[config.mk]
export PLATFORM = sky130hd
export DESIGN_NAME = mem_arbiter_flat
export DESIGN_NICKNAME = d
export VERILOG_FILES = /design/src/rtl/mem_arb_pkg.sv /design/src/rtl/mem_arbiter_if.sv /design/src/rtl/rr_pick.sv /design/src/rtl/mem_arbiter.sv /design/src/flat_wrapper.sv
export SDC_FILE = /design/constraint.sdc
export NUM_CORES = 1
export LEC_CHECK = 0
export ABC_AREA = 1
export CORE_AREA = 2 2 108 110
export DETAILED_ROUTE_END_ITERATION = 16
export DIE_AREA = 0 0 110 112
export GPL_ROUTABILITY_DRIVEN = 0
export SLEW_MARGIN = 20
export SYNTH_ARGS = -nofsm -noshare
export SYNTH_HDL_FRONTEND = slang
export SYNTH_SLANG_ARGS = --single-unit
[constraint.sdc]
create_clock -name CLK -period 3.9 [get_ports CLK]
set_input_delay 0.78 -clock CLK [delete_from_list [all_inputs] [get_ports CLK]]
set_output_delay 0.78 -clock CLK [all_outputs]
set_load 0.01 [all_outputs]
[src/rtl/mem_arb_pkg.sv]
// Shared types and constants for the two-requester data-RAM arbiter.
package mem_arb_pkg;

  typedef enum logic [1:0] {
    IDLE   = 2'd0,
    ACCESS = 2'd1,
    RESP   = 2'd2
  } arb_state_t;

  // Cycles from request sampled in IDLE to the ack pulse, inclusive.
  localparam int unsigned ARB_LATENCY = 3;

  function automatic logic word_aligned(input logic [1:0] lsb);
    return lsb == 2'b00;
  endfunction

endpackage

[src/rtl/mem_arbiter_if.sv]
// Request/acknowledge bundle between one bus master and the arbiter.
interface mem_arbiter_if #(
  parameter int unsigned address_size = 32
) ();

  logic                    req;
  logic                    we;
  logic [address_size-1:0] addr;
  logic [address_size-1:0] wdata;
  logic [address_size-1:0] rdata;
  logic                    ack;
  logic                    err;

  modport master (
    output req, we, addr, wdata,
    input  rdata, ack, err
  );

  modport slave (
    input  req, we, addr, wdata,
    output rdata, ack, err
  );

endinterface

[src/rtl/rr_pick.sv]
// Two-input round-robin selector: on a tie the requester not served last wins.
module rr_pick (
  input  logic [1:0] req,
  input  logic       last,
  output logic       grant,
  output logic       valid
);

  always_comb begin
    valid = |req;
    grant = 1'b0;
    unique case (req)
      2'b01:   grant = 1'b0;
      2'b10:   grant = 1'b1;
      2'b11:   grant = ~last;
      default: grant = 1'b0;
    endcase
  end

endmodule

[src/rtl/mem_arbiter.sv]
// Serialises two masters onto one synchronous-read RAM with a fixed
// IDLE -> ACCESS -> RESP handshake; misaligned accesses never reach the RAM.
module mem_arbiter
  import mem_arb_pkg::*;
#(
  parameter  int unsigned data_size    = 1024,
  parameter  int unsigned address_size = 32,
  localparam int unsigned AW           = $clog2(data_size)
) (
  input  logic                    CLK,
  input  logic                    RESET_N,
  mem_arbiter_if.slave            m0,
  mem_arbiter_if.slave            m1,
  output logic [AW-1:0]           ram_addr,
  output logic                    ram_we,
  output logic [address_size-1:0] ram_wdata,
  input  logic [address_size-1:0] ram_rdata
);

  arb_state_t state_q, state_d;
  logic       grant_q, grant_d;
  logic       last_q, last_d;

  logic       pick_grant;
  logic       pick_valid;

  rr_pick u_rr_pick (
    .req   ({m1.req, m0.req}),
    .last  (last_q),
    .grant (pick_grant),
    .valid (pick_valid)
  );

  // Fields of the granted master; only meaningful in ACCESS/RESP.
  logic                    sel_we;
  logic [address_size-1:0] sel_addr;
  logic [address_size-1:0] sel_wdata;
  logic                    aligned;

  assign sel_we    = grant_q ? m1.we    : m0.we;
  assign sel_addr  = grant_q ? m1.addr  : m0.addr;
  assign sel_wdata = grant_q ? m1.wdata : m0.wdata;
  assign aligned   = word_aligned(sel_addr[1:0]);

  // Upper byte-address bits are dropped so addresses wrap over the RAM.
  logic unused_addr_hi;
  assign unused_addr_hi = ^sel_addr[address_size-1:AW+2];

  always_ff @(posedge CLK or negedge RESET_N) begin
    if (!RESET_N) begin
      state_q <= IDLE;
      grant_q <= 1'b0;
      last_q  <= 1'b1;
    end else begin
      state_q <= state_d;
      grant_q <= grant_d;
      last_q  <= last_d;
    end
  end

  always_comb begin
    state_d = state_q;
    grant_d = grant_q;
    last_d  = last_q;
    unique case (state_q)
      IDLE: begin
        if (pick_valid) begin
          grant_d = pick_grant;
          state_d = ACCESS;
        end
      end
      ACCESS: state_d = RESP;
      RESP: begin
        last_d  = grant_q;
        state_d = IDLE;
      end
      default: state_d = IDLE;
    endcase
  end

  logic                    ack0, ack1;
  logic                    resp_err;
  logic [address_size-1:0] resp_rdata;

  always_comb begin
    ram_addr   = '0;
    ram_we     = 1'b0;
    ram_wdata  = '0;
    ack0       = 1'b0;
    ack1       = 1'b0;
    resp_err   = 1'b0;
    resp_rdata = '0;
    unique case (state_q)
      ACCESS: begin
        ram_addr  = sel_addr[AW+1:2];
        ram_wdata = sel_wdata;
        ram_we    = sel_we & aligned;
      end
      RESP: begin
        ack0       = ~grant_q;
        ack1       = grant_q;
        resp_err   = ~aligned;
        resp_rdata = (!sel_we && aligned) ? ram_rdata : '0;
      end
      default: ;
    endcase
  end

  assign m0.ack   = ack0;
  assign m0.err   = ack0 & resp_err;
  assign m0.rdata = ack0 ? resp_rdata : '0;
  assign m1.ack   = ack1;
  assign m1.err   = ack1 & resp_err;
  assign m1.rdata = ack1 ? resp_rdata : '0;

endmodule

[src/flat_wrapper.sv]
// flat-port wrapper written by rule: the top's interface ports become plain ports
module mem_arbiter_flat import mem_arb_pkg::*;
#(
  parameter  int unsigned data_size    = 1024,
  parameter  int unsigned address_size = 32,
  localparam int unsigned AW           = $clog2(data_size)
)
  (CLK, RESET_N, ram_addr, ram_we, ram_wdata, ram_rdata, m0_req, m0_we, m0_addr, m0_wdata, m0_rdata, m0_ack, m0_err, m1_req, m1_we, m1_addr, m1_wdata, m1_rdata, m1_ack, m1_err);
  mem_arbiter_if #(.address_size(address_size)) m0_i ();
  mem_arbiter_if #(.address_size(address_size)) m1_i ();
  input  logic CLK;
  input  logic RESET_N;
  output logic [AW-1:0] ram_addr;
  output logic ram_we;
  output logic [address_size-1:0] ram_wdata;
  input  logic [address_size-1:0] ram_rdata;
  input wire logic [$bits(m0_i.req)-1:0] m0_req;
  input wire logic [$bits(m0_i.we)-1:0] m0_we;
  input wire logic [$bits(m0_i.addr)-1:0] m0_addr;
  input wire logic [$bits(m0_i.wdata)-1:0] m0_wdata;
  output wire logic [$bits(m0_i.rdata)-1:0] m0_rdata;
  output wire logic [$bits(m0_i.ack)-1:0] m0_ack;
  output wire logic [$bits(m0_i.err)-1:0] m0_err;
  input wire logic [$bits(m1_i.req)-1:0] m1_req;
  input wire logic [$bits(m1_i.we)-1:0] m1_we;
  input wire logic [$bits(m1_i.addr)-1:0] m1_addr;
  input wire logic [$bits(m1_i.wdata)-1:0] m1_wdata;
  output wire logic [$bits(m1_i.rdata)-1:0] m1_rdata;
  output wire logic [$bits(m1_i.ack)-1:0] m1_ack;
  output wire logic [$bits(m1_i.err)-1:0] m1_err;
  assign m0_i.req = m0_req;
  assign m0_i.we = m0_we;
  assign m0_i.addr = m0_addr;
  assign m0_i.wdata = m0_wdata;
  assign m0_rdata = m0_i.rdata;
  assign m0_ack = m0_i.ack;
  assign m0_err = m0_i.err;
  assign m1_i.req = m1_req;
  assign m1_i.we = m1_we;
  assign m1_i.addr = m1_addr;
  assign m1_i.wdata = m1_wdata;
  assign m1_rdata = m1_i.rdata;
  assign m1_ack = m1_i.ack;
  assign m1_err = m1_i.err;
  mem_arbiter #(.data_size(data_size), .address_size(address_size)) u_core (.CLK(CLK), .RESET_N(RESET_N), .m0(m0_i), .m1(m1_i), .ram_addr(ram_addr), .ram_we(ram_we), .ram_wdata(ram_wdata), .ram_rdata(ram_rdata));
endmodule
; ---- After elaboration in Yosys (flattened, before gate mapping)
; Cells that the tools add are included.
[classes]
muxes = 16
n_eq_ne = 5
n_reduce_logical = 6
bitwise = 6
[op_table]
columns = operator, n
row1 = 32-bit 2-to-1 mux, 6
row2 = 12-bit 2-to-1 mux, 1
row3 = 10-bit 2-to-1 mux, 1
row4 = 2-bit equality test (second input constant), 3
row5 = 1-bit 2-to-1 mux, 5
row6 = 2-bit zero test, 2
row7 = 2-bit one-hot mux with 2 select lines, 1
row8 = 1-bit bitwise AND, 3
row9 = 1-bit NOT, 3
row10 = 2-bit by 1-bit equality test with 1-bit output (second input constant), 1
row11 = 2-bit 2-to-1 mux, 1
row12 = 2-bit by 1-bit inequality test with 1-bit output (second input constant), 1
row13 = 1-bit one-hot mux with 2 select lines, 1
row14 = 2-bit AND reduction, 1
row15 = 2-bit OR reduction, 1
row16 = 1-bit logical AND, 1
row17 = 1-bit zero test, 1
[totals]
in_bits = 166
out_inout_bits = 111
ff_bits = 4
word_cells = 36

; ---- Longest topological paths before layout
; Gate-level depths: netlist of run 1.
[depth]
word_depth = 6
mapped_depth = 7
ltp_nobuf = 5

; ---- Hierarchy
; Synthesis of run 1 repeated with hierarchy kept, for this count alone.
[hier_totals]
hier_cells = 351
area_unflattened_um2 = 1632.8
[modules_own_cells]
columns = module, area_each_um2, seq_area_each_um2, n_inst, cells_per_inst
row1 = mem_arbiter, 1617.8, 101.3, 1, 348
row2 = rr_pick, 15.0, 0.0, 1, 3

; ---- Worst setup path after synthesis of run 1
; No wires, ideal clock.
[synth_path]
path_kind = in2out
from = input port m0_addr[0]
to = output port m0_rdata[24]
stages = 6
n_path_buf = 1
arrival_time_ns = 1.451
path_slack_ns = 1.669
required_time_ns = 3.120
cell_sequence = nor2_1 -> nand2_1 -> nand2_2 -> buf_4 -> nand3_1 -> nor2_1
[synth_between]
elab_chain_cells = 6
[synth_rtl]
columns = element, line
row1 = from (decl), flat_wrapper.sv:19  ; input wire logic [$bits(m0_i.addr)-1:0] m0_addr;
row2 = 12-bit 2-to-1 mux, mem_arbiter.sv:41  ; assign sel_addr = grant_q ? m1.addr : m0.addr;
row3 = 2-bit zero test, mem_arb_pkg.sv:14  ; return lsb == 2'b00;
row4 = 1-bit logical AND, mem_arbiter.sv:103  ; resp_rdata = (!sel_we && aligned) ? ram_rdata : '0;
row5 = 32-bit 2-to-1 mux, mem_arbiter.sv:103
row6 = 32-bit 2-to-1 mux, mem_arbiter.sv:93  ; unique case (state_q)
row7 = 32-bit 2-to-1 mux, mem_arbiter.sv:111  ; assign m0.rdata = ack0 ? resp_rdata : '0;
row8 = to (decl), flat_wrapper.sv:21  ; output wire logic [$bits(m0_i.rdata)-1:0] m0_rdata;
; Every way passes these cells.

; ---- Worst setup path in the final report of run 1
[layout_path]
from = input port m0_addr[0]
to = output port m0_rdata[1]
; Same word-level chain as after synthesis.

==> results of run 1 <==
[worst max-delay path, cell delays in order]
cell and delay (ns):
clkdlybuf4s50_1 0.39, nor2_1 0.12, nand2_1 0.07, nand2_2 0.06, buf_4 0.33, nand3_1 0.20, nor2_1 0.15, clkdlybuf4s50_1 0.55
[per-stage QoR]
| stage | instances | setup WS, ns | total power [mW] |
|---|---|---|---|
| 6_report | 713 | 0.4522 | 1.622 |
| 3_5_place_dp | 709 | 0.4005 | 1.479 |
| 4_1_cts | 713 | 0.4001 | 1.653 |
| 5_1_grt | 713 | 0.3075 | 1.775 |
| 3_3_place_gp | 709 | 0.4220 | 1.466 |
| 2_1_floorplan | 352 | 1.669 | 0.8416 |
[Yosys cell counts, drive strengths merged]
cell	count
a21oi	42
buf	20
clkbuf	10
dfrtp	3
dfstp	1
inv	43
nand2	95
nand3	34
nor2	100
nor3	1
o21ai	3
[layer usage]
metal	up-vias	GRT usage [%]	share of wire, %
met5	-	0	0
met4	0	1.941	0.65
met3	6	1.698	6.9
met1	1286	16.03	42
li1	1499	-	-
met2	114	23.44	51
[power by group through the flow]
stage	clock network (mW)	registers (mW)	logic [mW]
detailed placement	0	0.0918	1.39
global placement	0	0.0908	1.38
CTS	0.166	0.0914	1.40
finish	0.164	0.0893	1.37
global route	0.169	0.0958	1.51
floorplan	0	0.0753	0.766
[final cells by class]
type | count | area share (%)
well taps | 143 | 4.361
repair buffers | 244 | 59.35
flip-flops and latches | 4 | 2.501
inverters | 43 | 3.934
clock buffers | 4 | 1.921
multi-input cells | 275 | 27.94
[sequential cells by signal (all words and copies together), names as in the netlist]
register        cells
u_core.last_q       1
u_core.grant_q      1
u_core.state_q      2
[worst paths after layout]
path | endpoint | slack (ns) | startpoint | cells past startpoint
setup / recovery | m0_rdata[1] | 0.45 | m0_addr[0] | 8
hold / removal | u_core.last_q | 0.48 | u_core.last_q | 2
setup reg to reg | u_core.grant_q | 2.25 | u_core.grant_q | 4
hold reg to reg | u_core.last_q | 0.48 | u_core.last_q | 2
max in group asynchronous | u_core.last_q | 2.88 | RESET_N | 1
min in group asynchronous | u_core.state_q[0] | 0.77 | RESET_N | 1
[cell families after synthesis]
kind of cell           after synthesis  synth area share, %
and+or+nand+nor                    230                58.02
buffers and inverters               73                20.43
AOI/OAI and AO/OA                   45                15.08
DFF                                  4                6.465
==> qor.yml, run 1 <==
outcome:
  outcome: "complete, no violations"
routing:
  totalWireLength_um: 8728
  postRouteAntennaNets: 0
  drt_iter0_drc: 214
  via_per_inst: 4.074
  wl_per_cell_um: 12.24
  dr.pass1.iters: 4
  drc: 0
  vias: 2905
timing:
  setup_viol: 0
  fin_crit_ns: 3.448
  post-route-period-util_pct: 88.41
  whs_ns: 0.4756
  rsz0062_at_grt: "no"
  slew_headroom_pct: 61.90
  hold_viol: 0
  worst_pin_slew_ns: 0.5715
  final.setup.tns_ns: 0
  max_freq_ghz: 0.2900
  fin_skew_ns: 0.0005019
  drv_slew: 0
cts:
  cts.repair.resized: 0
  htree_levels: 1
  cts_hold_buffers: 0
  cts_made_buffers: 3
  root_buffer: "clkbuf_16"
  cts.sinks: 4
  clk_latency_ns: 0.22
  post_cts_buffers: 0
  cts_buffer_depth: 2
  path_clk_slew_ns: 0.03
  tritoncts: "done"
global_routing:
  grt_max_degree: 58
  grt.overflow.total: 0
  grt_pass1_vias: 2737
  grt_antenna_before_repair: 0
  grt_pass1_wl_um: 13100
  track_usage_pct: 12.83
place:
  io_buffers: 236
  dp_hpwl_um: 6910
  placed_area_mm2: 0.004024
finish:
  multi_input_area_mm2: 0.001146
  synthToLayoutAreaGrowth_pct: 161.7
  n_antenna_cell: 0
  seqCellArea_um2: 102.6
  fin_util_pct: 36.71
  drive_gt1_share_pct: 2.807
  final_cell_mix: "clkdlybuf4s50_1 (236), nor2_1 (100), nand2_1 (94), inv_1 (42), a21oi_1 (42)"
  layout_commonest_cell: "clkdlybuf4s50_1"
  nets: 737
  fin_area_mm2: 0.004103
  fillers: 1195
synth:
  synth.distinct_cells: 16
  yosys_register_bits: 4
  synth.cell_area_mm2: 0.001568
  ys_seq_area_share_pct: 6.464
  yosysWarnings: 0
  synth_area_leader_cell: "nor2_1"
  synth_top_area_share_pct: 23.94
  syn_inst: 352
  syn_nets: 518
  yosys-top-cells-area: "nor2_1 (24%), nand2_1 (23%), a21oi_1 (13%), nand3_1 (11%), inv_1 (10%)"
  synth_area_per_cell_um2: 4.454
floorplanning:
  chipWidth_um: 110
  fp.dieH_um: 112
  num_rows: 39
  coreArea_mm2: 0.01117
  die_area_mm2: 0.01232
  ios: 277
  start_util_pct: 14.03
worst_setup_path:
  critical_path_class: "primary input to output port"
  worstPathArrival_ns: 2.67
  crit_path_end_kind: "output port"
  crit_required_ns: 3.12
  cp_max_fo: 35
  startpoint_type: "primary input"
run:
  max_cap_violations: 0
pwr:
  vdd_drop_max_v: 0.0003182
  switchingPower_mw: 0.8268
  p_clk_share_pct: 10.1
  power_density_mw_per_mm2: 395.2
  pwr-share-comb_pct: 84.4
  p_sw_share_pct: 50.99
  p_seq_share_pct: 5.5
  p_int_mw: 0.7948
  power.leakage_nw: 1.740
min_path:
  hold_path_class: "flop to flop"
Note: power is estimated with default switching activity, not from simulation.
==> run 2, diff against run 1 <==
--- a/config.mk
+++ b/config.mk
@@ -7,6 +7,7 @@
 export LEC_CHECK = 0
 export ABC_AREA = 1
 export CORE_AREA = 2 2 108 110
+export CTS_CLUSTER_DIAMETER = 150
 export DETAILED_ROUTE_END_ITERATION = 16
 export DIE_AREA = 0 0 110 112
 export GPL_ROUTABILITY_DRIVEN = 0
==> results of run 2 <==
Same layout as run 1: the final DEF is identical, and so are final timing and power.
==> run 3, diff against run 2 <==
--- a/config.mk
+++ b/config.mk
@@ -10,7 +10,9 @@
 export CTS_CLUSTER_DIAMETER = 150
 export DETAILED_ROUTE_END_ITERATION = 16
 export DIE_AREA = 0 0 110 112
+export DONT_BUFFER_PORTS = 1
 export GPL_ROUTABILITY_DRIVEN = 0
+export GPL_TIMING_DRIVEN = 0
 export SLEW_MARGIN = 20
 export SYNTH_ARGS = -nofsm -noshare
 export SYNTH_HDL_FRONTEND = slang
==> run 3 against run 2 <==
Effect of this change:
- clock power hardly changed
- core utilization shrank 20 points
- flip-flop and latch count unchanged
- power is 23% lower
- clock skew is 0.0023 ns higher
- wire length is 20% lower
- via count shrank 24%
- final cell count is 30% lower
- first-iteration DRC count fell by 50%
- die area unchanged
- global-route usage down 2.8 points
- setup slack better by 0.96 ns
- largest cell class is now multi-input combinational cells
==> qor.yml, run 3 (synthesis gave the netlist of run 1 again) <==
global_routing:
  track_usage_pct: 10.00  # was 12.83%
  use_met1_pct: 13.97  # was 16.03%
  grtUsageMet3_pct: 1.288  # was 1.698%
  gr-usage-met2_pct: 16.24  # was 23.44%
  grt_pass1_wl_um: 9466  # was 13100 um
  grt_max_degree: 11  # was 58
  busiest_layer: "met2"  # unchanged
  grt_antenna_before_repair: 0  # unchanged
  grt_pass1_vias: 1729  # was 2737
  grt.overflow.total: 0  # unchanged
finish:
  regMostFlops: "u_core.state_q"  # unchanged
  final_cell_mix: "nor2_1 (100), nand2_1 (94), inv_1 (42), a21oi_1 (42), nand3_1 (34)"  # was clkdlybuf4s50_1 (236), nor2_1 (100), nand2_1 (94), inv_1 (42), a21oi_1 (42)
  drive_gt1_share_pct: 7.584  # was 2.807%
  layout_commonest_cell: "nor2_1"  # was clkdlybuf4s50_1
  synthToLayoutAreaGrowth_pct: 16.44  # was 161.7%
  nets: 523  # was 737
  largest_register_ffs: 2  # unchanged
  final_cells: 499  # was 713
  largestRegisters: "u_core.state_q: 2 flops, u_core.grant_q: 1 flops, u_core.last_q: 1 flops"  # unchanged
  n_antenna_cell: 0  # unchanged
  fin_area_mm2: 0.001826  # was 0.004103 mm2
cts:
  cts_hold_buffers: 0  # unchanged
  cts.sinks: 4  # unchanged
  tritoncts: "done"  # unchanged
  cts_buffer_depth: 2  # unchanged
  post_cts_buffers: 0  # unchanged
  cts.repair.resized: 0  # unchanged
  htree_levels: 1  # unchanged
  clk_latency_ns: 0.23  # was 0.22 ns
  cts_made_buffers: 3  # unchanged
  root_buffer: "clkbuf_16"  # unchanged
  path_clk_slew_ns: 0.03  # about the same
timing:
  rsz0062_at_grt: "no"  # unchanged
  slew_headroom_pct: 64.98  # was 61.90%
  final.setup.tns_ns: 0  # unchanged
  fin_skew_ns: 0.002765  # was 0.0005019 ns
  max_freq_ghz: 0.4023  # was 0.2900 GHz
  drv_slew: 0  # unchanged
  worst_pin_slew_ns: 0.5253  # was 0.5715 ns
  setup_viol: 0  # unchanged
  hold_viol: 0  # unchanged
  post-route-period-util_pct: 63.74  # was 88.41%
  fin_crit_ns: 2.486  # was 3.448 ns
worst_setup_path:
  r2r-start: "u_core.state_q[1]"  # was u_core.grant_q
  critical_path_class: "flop to output port"  # was primary input to output port
  worstPathArrival_ns: 1.71  # was 2.67 ns
  startpoint_type: "flop"  # was primary input
  crit_required_ns: 3.12  # about the same
  cp-startpoint: "u_core.grant_q"  # was m0_addr[0]
  cp_max_fo: 10  # was 35
  reg2reg_slack_ns: 2.69  # was 2.25 ns
  r2r_end: "u_core.last_q"  # was u_core.grant_q
  crit_path_end_kind: "output port"  # unchanged
  worstSetupEndpoint: "m1_rdata[19]"  # was m0_rdata[1]
  rr_worst_depth: 5  # was 4
pwr:
  power.leakage_nw: 0.9238  # was 1.740 nW
  power_density_mw_per_mm2: 679.6  # was 395.2 mW/mm2
  vdd_drop_max_v: 0.0002986  # was 0.0003182 V
  p_total_mw: 1.241  # was 1.622 mW
min_path:
  hold_path_class: "primary input to async pin"  # was flop to flop
routing:
  via_per_inst: 4.439  # was 4.074
  wl_per_cell_um: 13.97  # was 12.24 um
  dr.pass1.iters: 4  # unchanged
  vias: 2215  # was 2905
  drc: 0  # unchanged
  drt_iter0_drc: 108  # was 214
  totalWireLength_um: 6973  # was 8728 um
  postRouteAntennaNets: 0  # unchanged
run:
  max_cap_violations: 0  # unchanged
floorplanning:
  coreArea_mm2: 0.01117  # unchanged
  ios: 277  # unchanged
  fp.dieH_um: 112  # unchanged
  die_area_mm2: 0.01232  # unchanged
  chipWidth_um: 110  # unchanged
  num_rows: 39  # unchanged
  start_util_pct: 14.03  # unchanged
place:
  place_inst: 495  # was 709
  placed_area_mm2: 0.001747  # was 0.004024 mm2
  io_buffers: 0  # was 236
  dp_hpwl_um: 5898  # was 6910 um
outcome:
  outcome: "complete, no violations"  # unchanged
## run 3: cell types whose count changed in the layout (fill, tap and decap cells not counted), sizes merged
cell           previous run  this run
buf                       8        20
clkbuf                    4        14
clkdlybuf4s50           236         0
## run 3: layer usage
| metal | vias up | wire (um) | part of all wire [%] |
|---|---|---|---|
| met4 | 0 | 62 | 0.89 |
| met2 | 145 | 3318 | 48 |
| met5 | - | 0 | 0 |
| met3 | 6 | 609 | 8.7 |
| li1 | 1076 | - | - |
| met1 | 988 | 2982 | 43 |
## run 3: final cells by class
type / count / area [um2]
multi-input combinational: 275 / 1146
inverter: 43 / 161.4
sequential: 4 / 101.3
tap: 143 / 178.9
buffer: 30 / 158.9
clock buffer: 4 / 78.83
fill: 1284 / 9349
## run 3: critical path, cell delays in order (launching register included)
cell	delay [ns]
dfrtp_1	0.36
buf_6	0.13
inv_2	0.13
nand2_1	0.08
nand2_2	0.19
buf_4	0.20
nand3_1	0.14
nor2_1	0.23
## run 3: worst min-delay path by stage
stage                       start                end  slack, ns
floorplan           u_core.last_q      u_core.last_q       0.45
global placement    u_core.last_q      u_core.last_q       0.47
detailed placement  u_core.last_q      u_core.last_q       0.47
CTS                       RESET_N  u_core.state_q[0]       0.24
global route              RESET_N  u_core.state_q[0]       0.24
finish                    RESET_N  u_core.state_q[0]       0.25
## run 3: report_power, final
part           switching, mW  internal, mW
logic                  0.757         0.239
registers             0.0113        0.0655
clock network         0.0317         0.135
total                  0.800         0.440
## run 3: stage by stage
stage	setup slack (ns)	hold slack, ns	utilization, %
2_1_floorplan	1.669	0.4473	-
3_3_place_gp	1.391	0.4669	15.63
3_5_place_dp	1.382	0.4657	15.63
4_1_cts	1.341	0.2442	16.34
5_1_grt	1.273	0.2423	16.34
6_report	1.414	0.2482	16.34
